## src/rtl/fwd_arb_sched.sv

```systemverilog
// Round-robin scheduler for the forwarding arbiter.
// Grants the shared forwarder to one requesting packet-filter core, drives the
// select of the registered mux tree, waits out the mux-tree latency, starts the
// forwarder and acknowledges the granted core once forwarding completes.
// Every output comes straight from a flop.

module fwd_arb_sched #(
    parameter int unsigned N_CORES   = 4,
    parameter int unsigned SEL_WIDTH = 2,
    parameter int unsigned MUX_LAT   = 2
) (
    input  logic                 clk_i,
    input  logic                 rst_i,
    input  logic [N_CORES-1:0]   req_i,
    input  logic                 fwd_ready_i,
    input  logic                 fwd_done_i,
    output logic [N_CORES-1:0]   gnt_o,
    output logic [SEL_WIDTH-1:0] sel_o,
    output logic                 sel_valid_o,
    output logic                 fwd_start_o,
    output logic [N_CORES-1:0]   core_ack_o
);

    // Settle counter only has to hold MUX_LAT-1.
    localparam int unsigned CntW = (MUX_LAT > 1) ? $clog2(MUX_LAT) : 1;

    typedef enum logic [1:0] {
        StIdle,
        StSettle,
        StBusy
    } state_e;

    state_e               state_q, state_d;
    logic [N_CORES-1:0]   gnt_q, gnt_d;
    logic [SEL_WIDTH-1:0] sel_q, sel_d;
    logic                 sel_valid_q, sel_valid_d;
    logic                 fwd_start_q, fwd_start_d;
    logic [N_CORES-1:0]   core_ack_q, core_ack_d;
    logic [CntW-1:0]      cnt_q, cnt_d;
    logic [SEL_WIDTH-1:0] ptr_q, ptr_d;

    logic [N_CORES-1:0]   req_eff;
    logic                 pick_found;
    logic [SEL_WIDTH-1:0] pick_idx;
    logic [SEL_WIDTH-1:0] cand;
    logic [SEL_WIDTH-1:0] ptr_after_sel;

    // (base + off) mod N_CORES; off is always < N_CORES so one subtraction is enough.
    function automatic logic [SEL_WIDTH-1:0] wrap_add(input logic [SEL_WIDTH-1:0] base,
                                                       input int unsigned        off);
        int unsigned s;
        s = 32'(base) + off;
        if (s >= N_CORES) begin
            s = s - N_CORES;
        end
        return SEL_WIDTH'(s);
    endfunction

    // A core being acked this cycle may still hold req; do not re-grant it.
    assign req_eff = req_i & ~core_ack_q;

    // Round-robin pick: first eligible request at or above the pointer, wrapping.
    always_comb begin
        pick_found = 1'b0;
        pick_idx   = '0;
        cand       = '0;
        for (int unsigned i = 0; i < N_CORES; i++) begin
            cand = wrap_add(ptr_q, i);
            if (!pick_found && req_eff[cand]) begin
                pick_found = 1'b1;
                pick_idx   = cand;
            end
        end
    end

    // Pointer advances past the core just served.
    assign ptr_after_sel = wrap_add(sel_q, 1);

    // Next-state and registered-output logic for the grant FSM.
    always_comb begin
        state_d     = state_q;
        gnt_d       = gnt_q;
        sel_d       = sel_q;
        sel_valid_d = sel_valid_q;
        fwd_start_d = 1'b0;
        core_ack_d  = '0;
        cnt_d       = cnt_q;
        ptr_d       = ptr_q;

        unique case (state_q)
            StIdle: begin
                if (fwd_ready_i && pick_found) begin
                    gnt_d       = N_CORES'(1) << pick_idx;
                    sel_d       = pick_idx;
                    sel_valid_d = 1'b1;
                    cnt_d       = CntW'(MUX_LAT - 1);
                    state_d     = StSettle;
                end
            end
            StSettle: begin
                // fwd_start lands MUX_LAT cycles after gnt first shows.
                if (cnt_q == '0) begin
                    fwd_start_d = 1'b1;
                    state_d     = StBusy;
                end else begin
                    cnt_d = cnt_q - 1'b1;
                end
            end
            StBusy: begin
                if (fwd_done_i) begin
                    core_ack_d  = gnt_q;
                    gnt_d       = '0;
                    sel_valid_d = 1'b0;
                    ptr_d       = ptr_after_sel;
                    state_d     = StIdle;
                end
            end
            default: begin
                state_d     = StIdle;
                gnt_d       = '0;
                sel_valid_d = 1'b0;
            end
        endcase
    end

    // State and output registers; synchronous reset aborts any grant without an ack.
    always_ff @(posedge clk_i) begin
        if (rst_i) begin
            state_q     <= StIdle;
            gnt_q       <= '0;
            sel_q       <= '0;
            sel_valid_q <= 1'b0;
            fwd_start_q <= 1'b0;
            core_ack_q  <= '0;
            cnt_q       <= '0;
            ptr_q       <= '0;
        end else begin
            state_q     <= state_d;
            gnt_q       <= gnt_d;
            sel_q       <= sel_d;
            sel_valid_q <= sel_valid_d;
            fwd_start_q <= fwd_start_d;
            core_ack_q  <= core_ack_d;
            cnt_q       <= cnt_d;
            ptr_q       <= ptr_d;
        end
    end

    assign gnt_o       = gnt_q;
    assign sel_o       = sel_q;
    assign sel_valid_o = sel_valid_q;
    assign fwd_start_o = fwd_start_q;
    assign core_ack_o  = core_ack_q;

`ifndef SYNTHESIS
    // Grant stays one-hot and sel_valid mirrors a live grant.
    always_ff @(posedge clk_i) begin
        if (!rst_i) begin
            assert ($onehot0(gnt_q));
            assert (sel_valid_q == (|gnt_q));
        end
    end
`endif

endmodule

```

## config.mk

```make
export PLATFORM = sky130hd
export DESIGN_NAME = fwd_arb_sched
export DESIGN_NICKNAME = d
export VERILOG_FILES = /design/src/rtl/fwd_arb_sched.sv
export SDC_FILE = /design/constraint.sdc
export NUM_CORES = 1
export LEC_CHECK = 0
export CORE_AREA = 5 5 55 57
export CTS_BUF_LIST = sky130_fd_sc_hd__clkbuf_4 sky130_fd_sc_hd__clkbuf_8
export DETAILED_ROUTE_END_ITERATION = 8
export DIE_AREA = 0 0 60 62
export MAX_ROUTING_LAYER = met4
export PLACE_DENSITY_LB_ADDON = 0.15
export SYNTH_ARGS = -nofsm -noshare
export SYNTH_HDL_FRONTEND = slang
export SYNTH_SLANG_ARGS = --single-unit
```

## constraint.sdc

```tcl
create_clock -name clk_i -period 3.1 [get_ports clk_i]
set_input_delay 0.775 -clock clk_i [delete_from_list [all_inputs] [get_ports clk_i]]
set_output_delay 0.775 -clock clk_i [all_outputs]
set_load 0.02 [all_outputs]
```

Word level (Yosys, flattened, before mapping). Index checks and enable logic that the tools add are counted.

Magnitude comparators: 9. Shift operators: 1. Multiplexer cells: 34. Eq/ne operators: 5. Bitwise gates (word level): 5. Add/subtract/negate cells: 10. Reduce and logical (&&, ||, !) cells: 16.

Operators by type and width (count): 2-bit 2-to-1 mux (12); 3-bit greater-or-equal comparator, second input constant (4); 2-bit by 3-bit less-than comparator with 1-bit output, second input constant (4); 1-bit 2-to-1 mux (12); 4-bit one-hot mux with 3 select lines (1); 2-bit by 1-bit subtractor with 2-bit output, second input constant (5); 1-bit binary-select mux with 2-bit select (4); 4-bit 2-to-1 mux (2); 2-bit by 1-bit adder with 3-bit output, second input constant (2); 2-bit by 2-bit adder with 3-bit output, second input constant (2); 2-bit inequality test, second input constant (3); 2-bit one-hot mux with 3 select lines (1); 2-bit AND reduction (3); 3-bit AND reduction (2); 4-bit bitwise AND (1); 1-bit logical AND (4); 4-bit NOT (1); 1-bit by 2-bit left shift with 4-bit output, first input constant (1); 2-bit by 3-bit greater-or-equal comparator with 1-bit output, second input constant (1); 1-bit zero test (3); 1-bit NOT (3); 1-bit one-hot mux with 3 select lines (1); 3-bit OR reduction (1); 2-bit by 1-bit equality test with 1-bit output, second input constant (1); 6 further kinds (6).

Input bits: 8. Output and inout port bits: 12. Register bits: 17.

Logic depth before layout (Yosys ltp). Gate-level depths: netlist of run 1.

Word-level depth: 17. Mapped depth: 6.

Least setup slack after synthesis of run 1. Ideal clock, no wire load.

Path kind: input to register. Start: input port req_i[1]. End: register gnt_q[1], in the netlist gnt_o[1]. Setup slack: 1158 ps. Arrival time: 1872 ps. Buffers on the path: 0. Cell stages on the path: 5. Library setup time: 71 ps. Cell sequence: nand2b_4 a41o_1 or3_4 or3_1 a21oi_1.

Longest elaborated chain between the ends: 16. Elaborated cells on any way between the ends: 29. Classes of those cells: eq/ne (1); shift (1); mux (18); bitwise (1); reduce/logical (8).

Ends and longest elaborated chain: from (decl) (line 14) `input logic [N_CORES-1:0] req_i,`; 4-bit bitwise AND * (line 60) `assign req_eff = req_i & ~core_ack_q;`; 1-bit binary-select mux with 2-bit select (line 69) `if (!pick_found && req_eff[cand]) begin`; 1-bit 2-to-1 mux (not written as such) (line 69); 1-bit 2-to-1 mux (line 69); 1-bit zero test (line 69); 1-bit logical AND (line 69); 1-bit 2-to-1 mux (line 69); 1-bit zero test (line 69); 1-bit logical AND (line 69); 1-bit 2-to-1 mux (line 69); 1-bit zero test (line 69); 1-bit logical AND (line 69); 2-bit 2-to-1 mux / 1-bit 2-to-1 mux (equally long branches) (line 69); 1-bit by 2-bit left shift with 4-bit output / 1-bit logical AND (equally long branches) (line 93, 92); 4-bit 2-to-1 mux / 2-bit inequality test (equally long branches); 4-bit one-hot mux with 3 select lines / 3-bit AND reduction (equally long branches); to (signal assigned) (line 139) `gnt_q <= gnt_d;`; to (decl) (line 34) `logic [N_CORES-1:0] gnt_q, gnt_d;`.

Every way passes the cells marked *; elsewhere a longest branch is shown, timed or not. The select of a mux whose other input is x is not followed. A chain may end at the register's enable or synchronous reset.

Worst setup path in the final report of run 1.
Start: input port req_i[2]. End: register gnt_q[1], in the netlist gnt_o[1].

The elaborated chain is that of the path after synthesis.

==> results of run 1 <==
==> kinds of logic (layout without fill, tap and decap cells) <==
family | Yosys count | after routing | synth area share [%]
AO/OA/AOI/OAI | 24 | 24 | 19.24
XOR/XNOR | 1 | 1 | 1.069
buffers and inverters | 7 | 26 | 4.122
flip-flops | 17 | 17 | 41.53
multiplexers | 1 | 1 | 1.221
AND/OR/NAND/NOR | 44 | 44 | 32.82
==> stage by stage <==
step	total power [mW]	area, um2	setup WS (ns)
after detailed placement	0.3296	1025	0.4509
after global routing	0.4748	1055	0.6836
after CTS	0.4533	1055	0.7502
after floorplan	0.2981	819.5	1.158
after global placement	0.3299	1025	0.4915
final	0.4460	1055	0.7467
==> routing by layer <==
layer  GRT usage (%)  wire (um)  up-vias
met1           13.09        789      325
met4           6.962         19        0
li1                -          -      378
met2           18.83        899       14
met3           2.066         86        2
met5               -          0        -
==> power groups by stage <==
stage               Combinational [mW]  Sequential (mW)  Clock, mW
finish                          0.0829            0.241      0.122
global route                    0.0915            0.244      0.139
CTS                             0.0837            0.241      0.128
detailed placement              0.0835            0.246          0
global placement                0.0836            0.246          0
floorplan                       0.0489            0.249          0
==> state kept, by name, summed over array words and instances (netlist names) <==
name,cells
state_q,2
cnt_q,1
fwd_start_o,1
ptr_q,2
sel_valid_o,1
core_ack_o,4
gnt_o,4
sel_o,2
==> synthesized netlist by cell type, types with 3 or more instances <==
| cell type | instances | area (um2) |
|---|---|---|
| dfxtp_1 | 17 | 340.3 |
| a21oi_1 | 9 | 45.04 |
| nand3_1 | 4 | 20.02 |
| nor2_1 | 10 | 37.54 |
| inv_1 | 3 | 11.26 |
| nor3_1 | 4 | 20.02 |
| a211oi_1 | 4 | 30.03 |
| clkbuf_1 | 3 | 11.26 |
| nand2b_4 | 4 | 55.05 |
| and2_1 | 4 | 25.02 |
| nand2_1 | 6 | 22.52 |
==> layout make-up <==
class / count / area share [%]
Tap cell: 30 / 3.559
Multi-Input combinational cell: 70 / 42.23
Timing Repair Buffer: 19 / 18.03
Sequential cell: 17 / 32.27
Clock buffer: 4 / 2.847
Inverter: 3 / 1.068
==> critical path: stages <==
cell and delay [ns]:
clkdlybuf4s50_1 0.55, nand2b_4 0.08, a41o_1 0.24, or3_4 0.40, or3_1 0.39, a21oi_1 0.12
==> worst max-delay path by stage <==
stage	startpoint	slack (ns)	cells past startpoint	end
floorplan	req_i[1]	1.16	5	gnt_o[1]$_SDFFE_PP0P_
global placement	req_i[2]	0.49	6	gnt_o[1]$_SDFFE_PP0P_
detailed placement	req_i[2]	0.45	6	gnt_o[1]$_SDFFE_PP0P_
CTS	req_i[2]	0.75	6	gnt_o[1]$_SDFFE_PP0P_
global route	req_i[2]	0.68	6	gnt_o[1]$_SDFFE_PP0P_
finish	req_i[2]	0.75	6	gnt_o[1]$_SDFFE_PP0P_
==> impl_metrics.json, run 1 <==
{
  "worstSkewPairLatency_ns": 0.28,
  "dieArea_mm2": 0.003720,
  "ff_latch_area_um2": 340.3,
  "skew_ns": 0.003138,
  "vias": 719,
  "post-place-cells": 139,
  "worstHoldStart": "sel_valid_o$_SDFFE_PP0P_",
  "fp-row-count": 18,
  "start_kind": "primary input",
  "whs_path_depth": 2,
  "cts_tree": "built",
  "clkTransAtPathRegs_ns": 0.09,
  "die_h_um": 62,
  "worst_pin_slew_ns": 0.4903,
  "wl_um": 1795,
  "timing.final.crit_period_ns": 2.353,
  "antenna_found_initial": 0,
  "multi_input_area_um2": 445.4,
  "setup_tns_ns": 0,
  "max-slew-margin-rel_pct": 67.21,
  "hold_path.class": "flop to flop",
  "grt_usage_pct": 11.51,
  "final_common_cell": "clkdlybuf4s50_1",
  "timing.fmax_ghz": 0.4249,
  "cts_setup_buffers": 0,
  "wire_per_inst_um": 12.55,
  "synthFlopType": "dfxtp_1",
  "clockBufferDepth": 2,
  "synth_edf_count": 0,
  "grt_max_degree": 16,
  "ys_ff_latch": 17,
  "start_util_pct": 33.69,
  "r2r-start": "core_ack_o[0]$_SDFF_PP0_",
  "final_util_pct": 43.36,
  "nFillCells": 261,
  "ys_seq_area_share_pct": 41.53,
  "n_antenna_cell": 0,
  "max-cap-violations": 0,
  "min_to": "sel_valid_o$_SDFFE_PP0P_",
  "dp_hpwl_um": 1425,
  "powerDensity_mw_per_mm2": 422.9,
  "first_global_vias": 690,
  "port_buffers": 19,
  "arrival_ns": 2.57,
  "drive_above_1_share_pct": 7.965,
  "comb_power_share_pct": 18.6,
  "ir_drop_v": 0.0002358,
  "r2r_end": "gnt_o[1]$_SDFFE_PP0P_",
  "die_x_um": 60,
  "cts_buffers": 3,
  "p_leak_nw": 0.3704,
  "rsz0062_at_grt": "no",
  "h-tree-depth": 1,
  "status": "finished clean",
  "io_pins": 20,
  "synth_cells": 94,
  "via_per_inst": 5.028,
  "synthArstFlopShare_pct": 0,
  "finalHoldViolations": 0,
  "pwr-share-clk_pct": 27.4,
  "grt_pass1_wl_um": 3063,
  "swShare_pct": 26.24,
  "ctsHoldBuffers": 0,
  "drt-initial-drc-count": 17,
  "setup_viol": 0,
  "power.internal_mw": 0.3290,
  "coreArea_mm2": 0.002432,
  "final_cells": 143,
  "rrSetupSlack_ns": 1.37,
  "dr.pass1.iters": 4,
  "critPathRequiredTime_ns": 3.31,
  "route.detailed.drc": 0,
  "ant_nets": 0,
  "worstSetupEndpointType": "flop",
  "final_cell_mix": "clkdlybuf4s50_1, dfxtp_1, nor2_1",
  "min_period_over_period_pct": 75.91,
  "p_sw_mw": 0.1170,
  "hold_slack_ns": 0.4634,
  "root_buffer": "clkbuf_4",
  "routabilityCongestion": 0.7832,
  "critPathMaxFanout": 12,
  "synth_area_um2": 819.5,
  "yosysWarnings": 0,
  "cts_resized": 0,
  "ys_types": 31,
  "grt_overflow": 0,
  "critPathKind": "primary input to flop",
  "fin_nets": 122,
  "r2r_cells": 5,
  "cts.sinks": 17,
  "syn2layout_area_growth_pct": 28.70,
  "drv_slew": 0,
  "seqPwrFrac_pct": 54.0,
  "syn-num-nets": 102,
  "avgSynthCellArea_um2": 8.718
}
(Power assumes the default switching activity.)
==> inputs of run 2 (changes only) <==
==> constraint.sdc (replaced) <==
create_clock -name clk_i -period 2.2 [get_ports clk_i]
set_input_delay 0.55 -clock clk_i [delete_from_list [all_inputs] [get_ports clk_i]]
set_output_delay 0.55 -clock clk_i [all_outputs]
set_load 0.02 [all_outputs]
==> run 2 against run 1 <==
Effect of this change: total power is 46% higher; first-iteration DRC count rose to 2.6 times the previous value; non-clock buffer count rose by 11; sequential cell count unchanged; register-to-register slack worse by 0.82 ns; sequential power grew 41%; clock skew rose by 0.0016 ns; worst hold slack better by 0.0063 ns; final area rose by 7.8%; combinational power rose by 64%; critical path type unchanged; largest power group unchanged; highest routed layer unchanged.
==> impl_metrics.json, run 2 (synthesis gave the netlist of run 1 again) <==
{
  "r2r_end": "gnt_o[1]$_SDFFE_PP0P_",
  "cts.sinks": 17,
  "worst_pin_slew_ns": 0.3992,
  "drive_above_1_share_pct": 16.13,
  "h-tree-depth": 1,
  "coreArea_mm2": 0.002432,
  "crit_chain": "clkdlybuf4s50_1 > nand2b_4 > a41o_1 > or3_4 > or3_1 > a21oi_1",
  "grt_overflow": 0,
  "final_cells": 154,
  "whs_path_depth": 2,
  "skew_ns": 0.004749,
  "grt_max_degree": 11,
  "drv_slew": 0,
  "syn2layout_area_growth_pct": 38.78,
  "via_per_inst": 4.987,
  "cpPeakStageDelay_ns": 0.52,
  "status": "finished clean",
  "ctsHoldBuffers": 0,
  "fp-row-count": 18,
  "setup_tns_ns": 0,
  "final_util_pct": 46.76,
  "first_global_vias": 727,
  "r2r_cells": 5,
  "grt_pass1_wl_um": 3187,
  "setup_viol": 0,
  "post-place-cells": 150,
  "critPathRequiredTime_ns": 2.42,
  "worstSkewPairLatency_ns": 0.28,
  "clockBufferDepth": 2,
  "cp.buffers_inverters": 1,
  "root_buffer": "clkbuf_4",
  "dp_hpwl_um": 1469,
  "clkTransAtPathRegs_ns": 0.10,
  "finalHoldViolations": 0,
  "rrSetupSlack_ns": 0.55,
  "antenna_found_initial": 0,
  "crit_slowest_cell": "clkdlybuf4s50_1",
  "fin_nets": 133,
  "drt-initial-drc-count": 44,
  "port_buffers": 19,
  "io_pins": 20,
  "p_leak_nw": 0.4225,
  "route.detailed.drc": 0,
  "n_antenna_cell": 0,
  "cts_tree": "built",
  "rsz0062_at_grt": "no",
  "min_to": "sel_valid_o$_SDFFE_PP0P_",
  "wire_per_inst_um": 11.86,
  "dieArea_mm2": 0.003720,
  "dr.pass1.iters": 4,
  "powerDensity_mw_per_mm2": 572.3,
  "worstHoldStart": "sel_valid_o$_SDFFE_PP0P_",
  "wl_um": 1826,
  "start_kind": "primary input",
  "ant_nets": 0,
  "grt_usage_pct": 11.92,
  "critPathMaxFanout": 6,
  "path_delay_family": "simple AND/OR/NAND/NOR gates",
  "timing.fmax_ghz": 0.4909,
  "arrival_ns": 2.25,
  "min_period_over_period_pct": 92.60,
  "hold_path.class": "flop to flop",
  "start_util_pct": 33.69,
  "nFillCells": 250,
  "cts_buffers": 3,
  "worstSetupEndpointType": "flop",
  "r2r-start": "core_ack_o[2]$_SDFF_PP0_",
  "vias": 768,
  "cts_setup_buffers": 0,
  "totalPowerFinal_mw": 0.6508,
  "max-cap-violations": 0,
  "die_x_um": 60,
  "final_cell_mix": "clkdlybuf4s50_1, dfxtp_1, buf_4",
  "critPathKind": "primary input to flop",
  "cts_resized": 0,
  "die_h_um": 62,
  "final_common_cell": "clkdlybuf4s50_1",
  "timing.final.crit_period_ns": 2.037,
  "ir_drop_v": 0.0003388,
  "max-slew-margin-rel_pct": 73.18,
  "routabilityCongestion": 0.7939
}
-- run 2: changes by cell type in the layout (fill, tap and decap cells not counted) --
| cell | previous run | this run |
|---|---|---|
| buf_4 | 0 | 11 |
-- run 2: layer usage --
metal / up-vias / global-route usage, % / wire length [um]
met4: 0 / 7.911 / 35
met5: - / - / 0
met1: 347 / 14.63 / 833
met2: 24 / 17.75 / 854
met3: 4 / 2.273 / 104
li1: 393 / - / -
-- run 2: how the worst max path moves through the flow --
stage	startpoint	end	slack, ns	cells past startpoint
2_1_floorplan	req_i[1]	gnt_o[1]$_SDFFE_PP0P_	0.48	5
3_3_place_gp	req_i[1]	gnt_o[1]$_SDFFE_PP0P_	-0.09	6
3_5_place_dp	req_i[1]	gnt_o[1]$_SDFFE_PP0P_	-0.14	6
4_1_cts	req_i[1]	gnt_o[1]$_SDFFE_PP0P_	0.16	6
5_1_grt	req_i[1]	gnt_o[1]$_SDFFE_PP0P_	0.10	6
6_report	req_i[1]	gnt_o[1]$_SDFFE_PP0P_	0.16	6
-- run 2: final cells by class --
type                       count  area [um2]  share of cell area (%)
multi-input combinational     70       445.4                   39.16
sequential                    17       340.3                   29.92
timing repair buffer          30       272.8                   23.98
tap                           30       37.54                   3.300
clock buffer                   4       30.03                   2.640
inverter                       3       11.26                  0.9901
-- run 2: per-stage QoR --
step | area, um2 | setup slack [ns] | hold slack [ns]
after global routing | 1137 | 0.1031 | 0.5059
final | 1137 | 0.1629 | 0.4697
after floorplan | 819.5 | 0.4829 | 0.4423
after global placement | 1107 | -0.09083 | 0.4487
after detailed placement | 1107 | -0.1356 | 0.4488
after CTS | 1137 | 0.1600 | 0.4690
-- run 2: where the power goes --
group          switching (mW)  internal [mW]  total, mW
clock                  0.0925         0.0827      0.175
sequential             0.0165          0.323      0.339
combinational          0.0629         0.0734      0.136
-- run 2: tightest hold or removal path: stages (launching register included) --
cell     delay, ns
dfxtp_1       0.32
nand2_1       0.05
a21oi_1       0.05
